<file path="src/rtl/dma_arb_pkg.sv">
// dma_arb_pkg: shared state encoding and constants for the DMA port arbiter
package dma_arb_pkg;
    typedef enum logic [1:0] {
        IDLE    = 2'd0,
        GRANT   = 2'd1,
        BUSY    = 2'd2,
        RELEASE = 2'd3
    } arb_state_t;
    localparam int   DMA_DW = 16;
    localparam logic DMA_RD = 1'b1;
    localparam logic DMA_WR = 1'b0;
endpackage

</file>
<file path="src/rtl/dma_rr_picker.sv">
// dma_rr_picker: first requester found scanning cyclically from ptr+1
module dma_rr_picker #(
    parameter int N_DEV = 4,
    parameter int PTR_W = 2
) (
    input  logic [N_DEV-1:0] req,
    input  logic [PTR_W-1:0] ptr,
    output logic [N_DEV-1:0] winner,
    output logic [PTR_W-1:0] idx,
    output logic             valid
);
    logic [PTR_W:0]   sum;
    logic [PTR_W-1:0] cand;
    // Scan from the farthest offset down so the nearest requester is assigned last and wins.
    always_comb begin
        winner = '0;
        idx    = '0;
        valid  = 1'b0;
        sum    = '0;
        cand   = '0;
        for (int k = N_DEV; k >= 1; k--) begin
            sum  = {1'b0, ptr} + (PTR_W+1)'(k);
            sum  = (sum >= (PTR_W+1)'(N_DEV)) ? sum - (PTR_W+1)'(N_DEV) : sum;
            cand = sum[PTR_W-1:0];
            if (req[cand]) begin
                winner       = '0;
                winner[cand] = 1'b1;
                idx          = cand;
                valid        = 1'b1;
            end
        end
    end
endmodule

</file>
<file path="src/rtl/dma_arbiter.sv">
// dma_arbiter: round-robin sharing of one DMA controller port among N_DEV devices
module dma_arbiter
    import dma_arb_pkg::*;
#(
    parameter int N_DEV      = 4,
    parameter int PTR_W      = 2,
    parameter int GAP_CYCLES = 2
) (
    input  logic                    clk,
    input  logic                    reset_n,
    input  logic [N_DEV-1:0]        dev_rqst,
    input  logic [N_DEV-1:0]        dev_rd_wr,
    input  logic [DMA_DW*N_DEV-1:0] dev_start_addr,
    input  logic [DMA_DW*N_DEV-1:0] dev_num_words,
    input  logic [DMA_DW*N_DEV-1:0] dev_wdata,
    input  logic [N_DEV-1:0]        dev_ack_in,
    output logic [N_DEV-1:0]        dev_dma_ack,
    output logic [N_DEV-1:0]        dev_end_flag,
    output logic [DMA_DW-1:0]       dev_rdata,
    output logic                    ctl_rqst,
    output logic                    ctl_rd_wr,
    output logic [DMA_DW-1:0]       ctl_start_addr,
    output logic [DMA_DW-1:0]       ctl_num_words,
    output logic [DMA_DW-1:0]       ctl_wdata,
    output logic                    ctl_dev_ack,
    input  logic                    ctl_dma_ack,
    input  logic                    ctl_end_flag,
    input  logic [DMA_DW-1:0]       ctl_rdata,
    output logic [N_DEV-1:0]        grant,
    output logic                    busy
);
    arb_state_t                     state, state_nxt;
    logic [PTR_W-1:0]               owner, rr_ptr, pick_idx;
    logic [N_DEV-1:0]               pick_onehot;
    logic                           pick_valid;
    logic [3:0]                     gap_cnt;
    logic                           gap_done;
    logic [N_DEV-1:0][DMA_DW-1:0]   addr_v, num_v, wdata_v;
    assign addr_v   = dev_start_addr;
    assign num_v    = dev_num_words;
    assign wdata_v  = dev_wdata;
    assign gap_done = gap_cnt == 4'(GAP_CYCLES-1);
    dma_rr_picker #(.N_DEV(N_DEV), .PTR_W(PTR_W)) u_picker (
        .req    (dev_rqst),
        .ptr    (rr_ptr),
        .winner (pick_onehot),
        .idx    (pick_idx),
        .valid  (pick_valid)
    );
    always_ff @(posedge clk or negedge reset_n) begin
        if (!reset_n)
            state <= IDLE;
        else
            state <= state_nxt;
    end
    always_comb begin
        state_nxt = state;
        case (state)
            IDLE:    state_nxt = pick_valid ? GRANT : IDLE;
            GRANT:   state_nxt = BUSY;
            BUSY:    state_nxt = (ctl_end_flag || !dev_rqst[owner]) ? RELEASE : BUSY;
            RELEASE: state_nxt = (gap_done && !ctl_end_flag) ? IDLE : RELEASE;
            default: state_nxt = IDLE;
        endcase
    end
    // rr_ptr starts at the last device so device 0 has first priority out of reset.
    always_ff @(posedge clk or negedge reset_n) begin
        if (!reset_n) begin
            grant   <= '0;
            owner   <= '0;
            rr_ptr  <= PTR_W'(N_DEV-1);
            gap_cnt <= '0;
        end else begin
            if (state == IDLE && pick_valid) begin
                owner <= pick_idx;
                grant <= pick_onehot;
            end
            if (state == RELEASE && state_nxt == IDLE)
                grant <= '0;
            if (state == BUSY && state_nxt == RELEASE)
                rr_ptr <= owner;
            gap_cnt <= (state != RELEASE) ? 4'd0 : gap_done ? gap_cnt : gap_cnt + 4'd1;
        end
    end
    // Controller-side buses are forced to zero outside an ownership window.
    always_comb begin
        busy           = state != IDLE;
        ctl_rqst       = state == BUSY && dev_rqst[owner];
        ctl_rd_wr      = busy ? dev_rd_wr[owner] : DMA_WR;
        ctl_start_addr = busy ? addr_v[owner] : '0;
        ctl_num_words  = busy ? num_v[owner] : '0;
        ctl_wdata      = busy ? wdata_v[owner] : '0;
        ctl_dev_ack    = busy && dev_ack_in[owner];
        dev_dma_ack    = (ctl_dma_ack && state == BUSY) ? grant : '0;
        dev_end_flag   = (ctl_end_flag && (state == BUSY || state == RELEASE)) ? grant : '0;
        dev_rdata      = ctl_rdata;
    end
    a_grant_onehot: assert property (@(posedge clk) disable iff (!reset_n) $onehot0(grant));
    a_rqst_in_busy: assert property (@(posedge clk) disable iff (!reset_n) ctl_rqst |-> state == BUSY);
endmodule

</file>
<file path="config.mk">
export PLATFORM = sky130hd
export DESIGN_NAME = dma_arbiter
export DESIGN_NICKNAME = d
export VERILOG_FILES = /design/src/rtl/dma_arb_pkg.sv /design/src/rtl/dma_rr_picker.sv /design/src/rtl/dma_arbiter.sv
export SDC_FILE = /design/constraint.sdc
export NUM_CORES = 1
export LEC_CHECK = 0
export ABC_AREA = 1
export CAP_MARGIN = 20
export CORE_AREA = 2 2 118 120
export DETAILED_ROUTE_END_ITERATION = 8
export DIE_AREA = 0 0 120 122
export PLACE_DENSITY = 0.68
export SETUP_SLACK_MARGIN = 0.05
export SKIP_CTS_REPAIR_TIMING = 1
export SYNTH_ARGS = -nofsm -noshare
export SYNTH_HDL_FRONTEND = slang
export SYNTH_SLANG_ARGS = --single-unit
</file>
<file path="constraint.sdc">
create_clock -name clk -period 1.8 [get_ports clk]
set_input_delay 0.27 -clock clk [delete_from_list [all_inputs] [get_ports clk]]
set_output_delay 0.27 -clock clk [all_outputs]
set_load 0.02 [all_outputs]
</file>
; After elaboration in Yosys (flattened, before gate mapping)
; Cells that the tools add are included.
[op_classes]
shift = 0
order_cmp = 13
eq_ne = 7
reduce_logical = 20
n_bitwise = 0
multipliers = 0
muxes = 58
n_div = 0
n_addsub = 9
[ops]
columns = cell, n
row1 = $bmux 16 s2, 3
row2 = $mux 16, 6
row3 = $mux 4, 10
row4 = $mux 1, 18
row5 = $mux 2, 9
row6 = $lt 2x3->1 const B, 5
row7 = $bmux 1 s2, 7
row8 = $ge 3x3->1 const B, 4
row9 = $logic_and 1x1->1, 12
row10 = $demux 1 s2, 4
row11 = $ge 2x1->1 const B, 4
row12 = $pmux 2 s4, 1
row13 = $sub 2x1->2 const B, 4
row14 = $add 2x2->3 const B, 2
row15 = $eq 2x2->1 const B, 3
row16 = $add 4x1->4 const B, 1
row17 = $eq 4x1->1 const B, 1
row18 = $logic_not 2->1, 2
row19 = $reduce_bool 2->1, 2
row20 = $add 2x1->3 const B, 1
row21 = $add 2x3->3 const B, 1
row22 = $eq 2x1->1 const B, 1
row23 = $logic_not 1->1, 2
row24 = $logic_or 1x1->1, 2
row25 = other kinds (2), 2
[totals]
romBits = 0
n_memories = 0
word_cells = 112
output_inout_bits = 80
latchBits = 0
ramBits = 0
inputBits = 224
ff_bits = 14

; Longest topological paths before layout
[depth]
ltp_word = 14
depth_mapped = 11
ltp_nobuf = 10

; Modules after synthesis
; From an unflattened synthesis, not the netlist that was laid out.
[hier_totals]
cells_unflattened = 589
hier_area_um2 = 3093.0
[modules_own_cells]
columns = mod, cells_each, n_inst, area_each_um2
row1 = dma_arbiter, 500, 1, 2587.5
row2 = dma_rr_picker, 89, 1, 505.5

; Worst setup path after synthesis
; No wires, ideal clock.
[synth_path]
kind = register -> register
startpoint = register rr_ptr[0]
endpoint = register owner[0]
synth_period_minus_slack_ns = 1.654
stages_incl_launch_ff = 11
required_time_ns = 1.683
setup_ns = 0.117
arrival_time_ns = 1.537
setup_slack_ns = 0.146
path_cell_list = dfstp_2 > inv_1 > ha_1 > inv_1 > nand2_2 > nand2_4 > nand2_2 > nand3_1 > nand2_1 > nand3_1 > nand2_1
[synth_between]
elab_chain_cells = 10
elab_cells_between_ends = 33
classes_between = add/sub (8) / order compare (4) / mux (20) / reduce/logical (1)
[synth_lines]
columns = item, line_no
row1 = "start, declared", dma_arbiter.sv:33  ; logic [PTR_W-1:0] owner, rr_ptr, pick_idx;
row2 = "start signal, assigned", dma_arbiter.sv:71  ; rr_ptr <= PTR_W'(N_DEV-1);
row3 = "start signal, assigned", dma_arbiter.sv:81  ; rr_ptr <= owner;
row4 = $add 2x3->3, dma_rr_picker.sv:22  ; sum = {1'b0, ptr} + (PTR_W+1)'(k);
row5 = $ge 3x3->1 or $sub 2x1->2 (tied branches), dma_rr_picker.sv:23  ; sum = (sum >= (PTR_W+1)'(N_DEV)) ? sum - (PTR_W+1)'(N_DEV) : sum;
row6 = $mux 2, dma_rr_picker.sv:23
row7 = $bmux 1 s2, dma_rr_picker.sv:25  ; if (req[cand]) begin
row8 = $mux 1 (implied by the code), dma_rr_picker.sv:25
row9 = $mux 1 (4 in series), dma_rr_picker.sv:25
row10 = $logic_and 1x1->1, dma_arbiter.sv:74  ; if (state == IDLE && pick_valid) begin
row11 = "end signal, assigned", dma_arbiter.sv:75  ; owner <= pick_idx;
row12 = "end, declared", dma_arbiter.sv:33
; Parallel ways exist; a longest one is shown, timed or not. The select of a mux whose other input is x is not followed.
; A chain may end at the register's enable or synchronous reset.

; Final worst setup path
[layout_path]
startpoint = register owner[0]
endpoint = output port ctl_rqst
[layout_between]
elab_chain_cells = 3
[layout_lines]
columns = item, line_no
row1 = $bmux 1 s2, dma_arbiter.sv:88  ; ctl_rqst = state == BUSY && dev_rqst[owner];
row2 = $mux 1 (implied by the code), dma_arbiter.sv:88
row3 = $logic_and 1x1->1, dma_arbiter.sv:88
row4 = "end, declared", dma_arbiter.sv:20  ; output logic ctl_rqst,
; Every way passes these cells. The select of a mux whose other input is x is not followed.

==> flow_metrics.env <==
export IMPL_design_area_um2=6611
export IMPL_fin_crit_sh_pct=114.2
export IMPL_place_congestion=0.8390
export IMPL_crit_type="reg -> out"
export IMPL_initialDrtViolationCount=238
export IMPL_clockRootBuffer="clkbuf_16"
export IMPL_synth_ff_type="dfrtp_1"
export IMPL_ios=304
export IMPL_failed_checks="negative setup slack"
export IMPL_final_cell_mix="211 x clkdlybuf4s50_1, 175 x nor2_1, 63 x o21ai_0"
export IMPL_cp_end_kind="output pin"
export IMPL_grt_ovfl_total=0
export IMPL_worstPathCellList="buf_12 -> buf_4 -> clkbuf_16 -> a21oi_1 -> o21ai_0 -> nand2_1 -> nor3_1 -> buf_4"
export IMPL_syn_num_nets=807
export IMPL_critPathTopFamily="buffers and inverters"
export IMPL_crit_path_top_delay_cell="dfrtp_4"
export IMPL_wl_mm=16.77
export IMPL_cts_buffers=3
export IMPL_ys_types=32
export IMPL_cts_sinks=14
export IMPL_fin_cells=1026
export IMPL_die_w_um=120
export IMPL_power_density_nw_per_um2=1435
export IMPL_hp_class="in -> async"
export IMPL_viasPerCell=4.613
export IMPL_reg2reg_slack_ns=0.13
export IMPL_r2r_start="owner[0]"
export IMPL_die_h_um=122
export IMPL_slowest_delay_ns=0.51
export IMPL_critical_path_most_common_cell="buf_4"
export IMPL_grt_use_total_pct=17.68
export IMPL_grt_pass1_wl_mm=21.07
export IMPL_ys_warn_count=0
export IMPL_fmax_ghz=0.4866
export IMPL_start_util_pct=22.76
export IMPL_crit_buf_inv=4
export IMPL_drive_above_1_share_pct=22.46
export IMPL_drv_cap=0
export IMPL_cts_tree="done"
export IMPL_finalHoldViolations=0
export IMPL_grt_setup_unrepaired="true"
export IMPL_worst_slack_ns=-0.2550
export IMPL_cts_max_level=1
export IMPL_cts_buffer_depth=2
export IMPL_syn_area_per_cell_um2=5.356
export IMPL_final_setup_tns_ns=-6.859
export IMPL_async_flop_share_pct=100.0
export IMPL_synth_top_area_cell="nor2_1"
export IMPL_r2r_cells=8
export IMPL_synth_area_leaders="nor2_1 27%, o21ai_0 16%, dfrtp_1 9.8%, a21oi_1 9.6%, buf_6 4.8%"
export IMPL_syn_area_um2=3074
export IMPL_worst_pin_slew_ns=0.3759
export IMPL_final_common_cell="clkdlybuf4s50_1"
export IMPL_clk_pin_slew_ns=0.05
export IMPL_antenna_found_initial=0
export IMPL_hold_ws_ns=0.3429
export IMPL_area_growth_syn_to_layout_pct=115.1
export IMPL_die_area_um2=14640
export IMPL_core_rowCount=43
export IMPL_arrival_ns=1.78
export IMPL_ant_nets=0
export IMPL_finClkSkew_ns=0.002449
export IMPL_clkLatencyLatePin_ns=0.24
export IMPL_place_inst=1002
export IMPL_status="complete, but fails checks"
export IMPL_leakage_uw=0.002863
export IMPL_antenna_cells=0
export IMPL_ys_ff_latch=14
export IMPL_synth_top_area_share_pct=26.74
export IMPL_grt_max_degree=58
export IMPL_reg2reg_to="rr_ptr[0]"
export IMPL_relSlewSlack_pct=74.68
export IMPL_layout_min_cycle_time_ns=2.055
export IMPL_crit_fanout=9
export IMPL_firstDrtPassIters=5
export IMPL_finalSetupViolations=51
export IMPL_portBuffers=271
export IMPL_coreArea_um2=13500
export IMPL_drt_wirelength_per_cell_um=16.35
export IMPL_synthCells=574
export IMPL_grt_pass1_vias=3976
export IMPL_placed_area_um2=6000
export IMPL_synth_edf_count=0
export IMPL_drc_errors=0
export IMPL_cp_required_ns=1.53
export IMPL_cp_start_kind="register"
export IMPL_num_vias=4733
export IMPL_slew_violations=0
export IMPL_yosysSeqAreaShare_pct=11.48
export IMPL_dp_final_hpwl_mm=11.35
export IMPL_vdd_drop_max_mv=1.171
export IMPL_nNetsFinal=1080
-- through the flow --
step | utilization (%) | power (uW) | setup WS (ns)
6_report | 48.96 | 9488 | -0.2550
2_1_floorplan | - | 5022 | 0.1456
5_1_grt | 48.96 | 10160 | -0.2956
3_5_place_dp | 44.43 | 8106 | -0.3791
3_3_place_gp | 44.43 | 8091 | -0.3689
4_1_cts | 45.08 | 8599 | -0.5762
-- worst max path at each step --
stage / startpoint / to / slack [ns] / cells after the start
floorplan: rr_ptr[0] / owner[0] / 0.15 / 10
global placement: dev_rqst[0] / ctl_rqst / -0.37 / 6
detailed placement: dev_rqst[2] / ctl_rqst / -0.38 / 6
CTS: owner[0] / ctl_wdata[6] / -0.58 / 6
global route: owner[0] / ctl_rqst / -0.30 / 6
finish: owner[0] / ctl_rqst / -0.26 / 8
-- registers in the layout, indices dropped and copies added, names as in the netlist --
name	flops
gap_cnt	4
rr_ptr	2
grant	4
owner	2
state	2
-- Yosys cell counts, types with 2 or more instances --
| master | number |
|---|---|
| a21oi_1 | 59 |
| buf_1 | 5 |
| buf_2 | 2 |
| buf_4 | 16 |
| buf_6 | 13 |
| clkbuf_1 | 14 |
| clkbuf_2 | 6 |
| dfrtp_1 | 12 |
| dfstp_2 | 2 |
| ha_1 | 9 |
| inv_1 | 23 |
| inv_2 | 4 |
| inv_4 | 2 |
| nand2_1 | 35 |
| nand2_2 | 10 |
| nand2_4 | 3 |
| nand3_1 | 16 |
| nand3_2 | 2 |
| nor2_1 | 219 |
| nor2_2 | 2 |
| nor2_4 | 2 |
| o21ai_0 | 99 |
| o21ai_1 | 6 |
| o21ai_2 | 5 |
-- power by group --
| group | internal (uW) | switching (uW) | leakage (uW) |
|---|---|---|---|
| Clock | 336 | 126 | 0.0000442 |
| Sequential | 458 | 131 | 0.000171 |
| Combinational | 3710 | 4720 | 0.00265 |
-- cell families after synthesis --
group	share of synthesized area, %
and+or+nand+nor	39.44
AOI/OAI and AO/OA	28.86
buffers and inverters	16.00
DFF	11.48
adders and majority gates	3.663
xor gates and xnor gates	0.5699
-- layout make-up --
class / count / area [um2]
Clock buffer: 4 / 88.84
Multi-Input combinational cell: 475 / 2495
Sequential cell: 14 / 357.8
Tap cell: 180 / 225.2
Timing Repair Buffer: 324 / 3326
Inverter: 29 / 118.9
Fill cell: 1341 / 6893
-- layer usage --
layer  GRT usage (%)  share of wire (%)
met1           22.09                 43
met2           32.07                 49
met3           3.230                6.6
met4           2.868                1.2
met5               0                  0
Note: power is estimated with default switching activity, not from simulation.
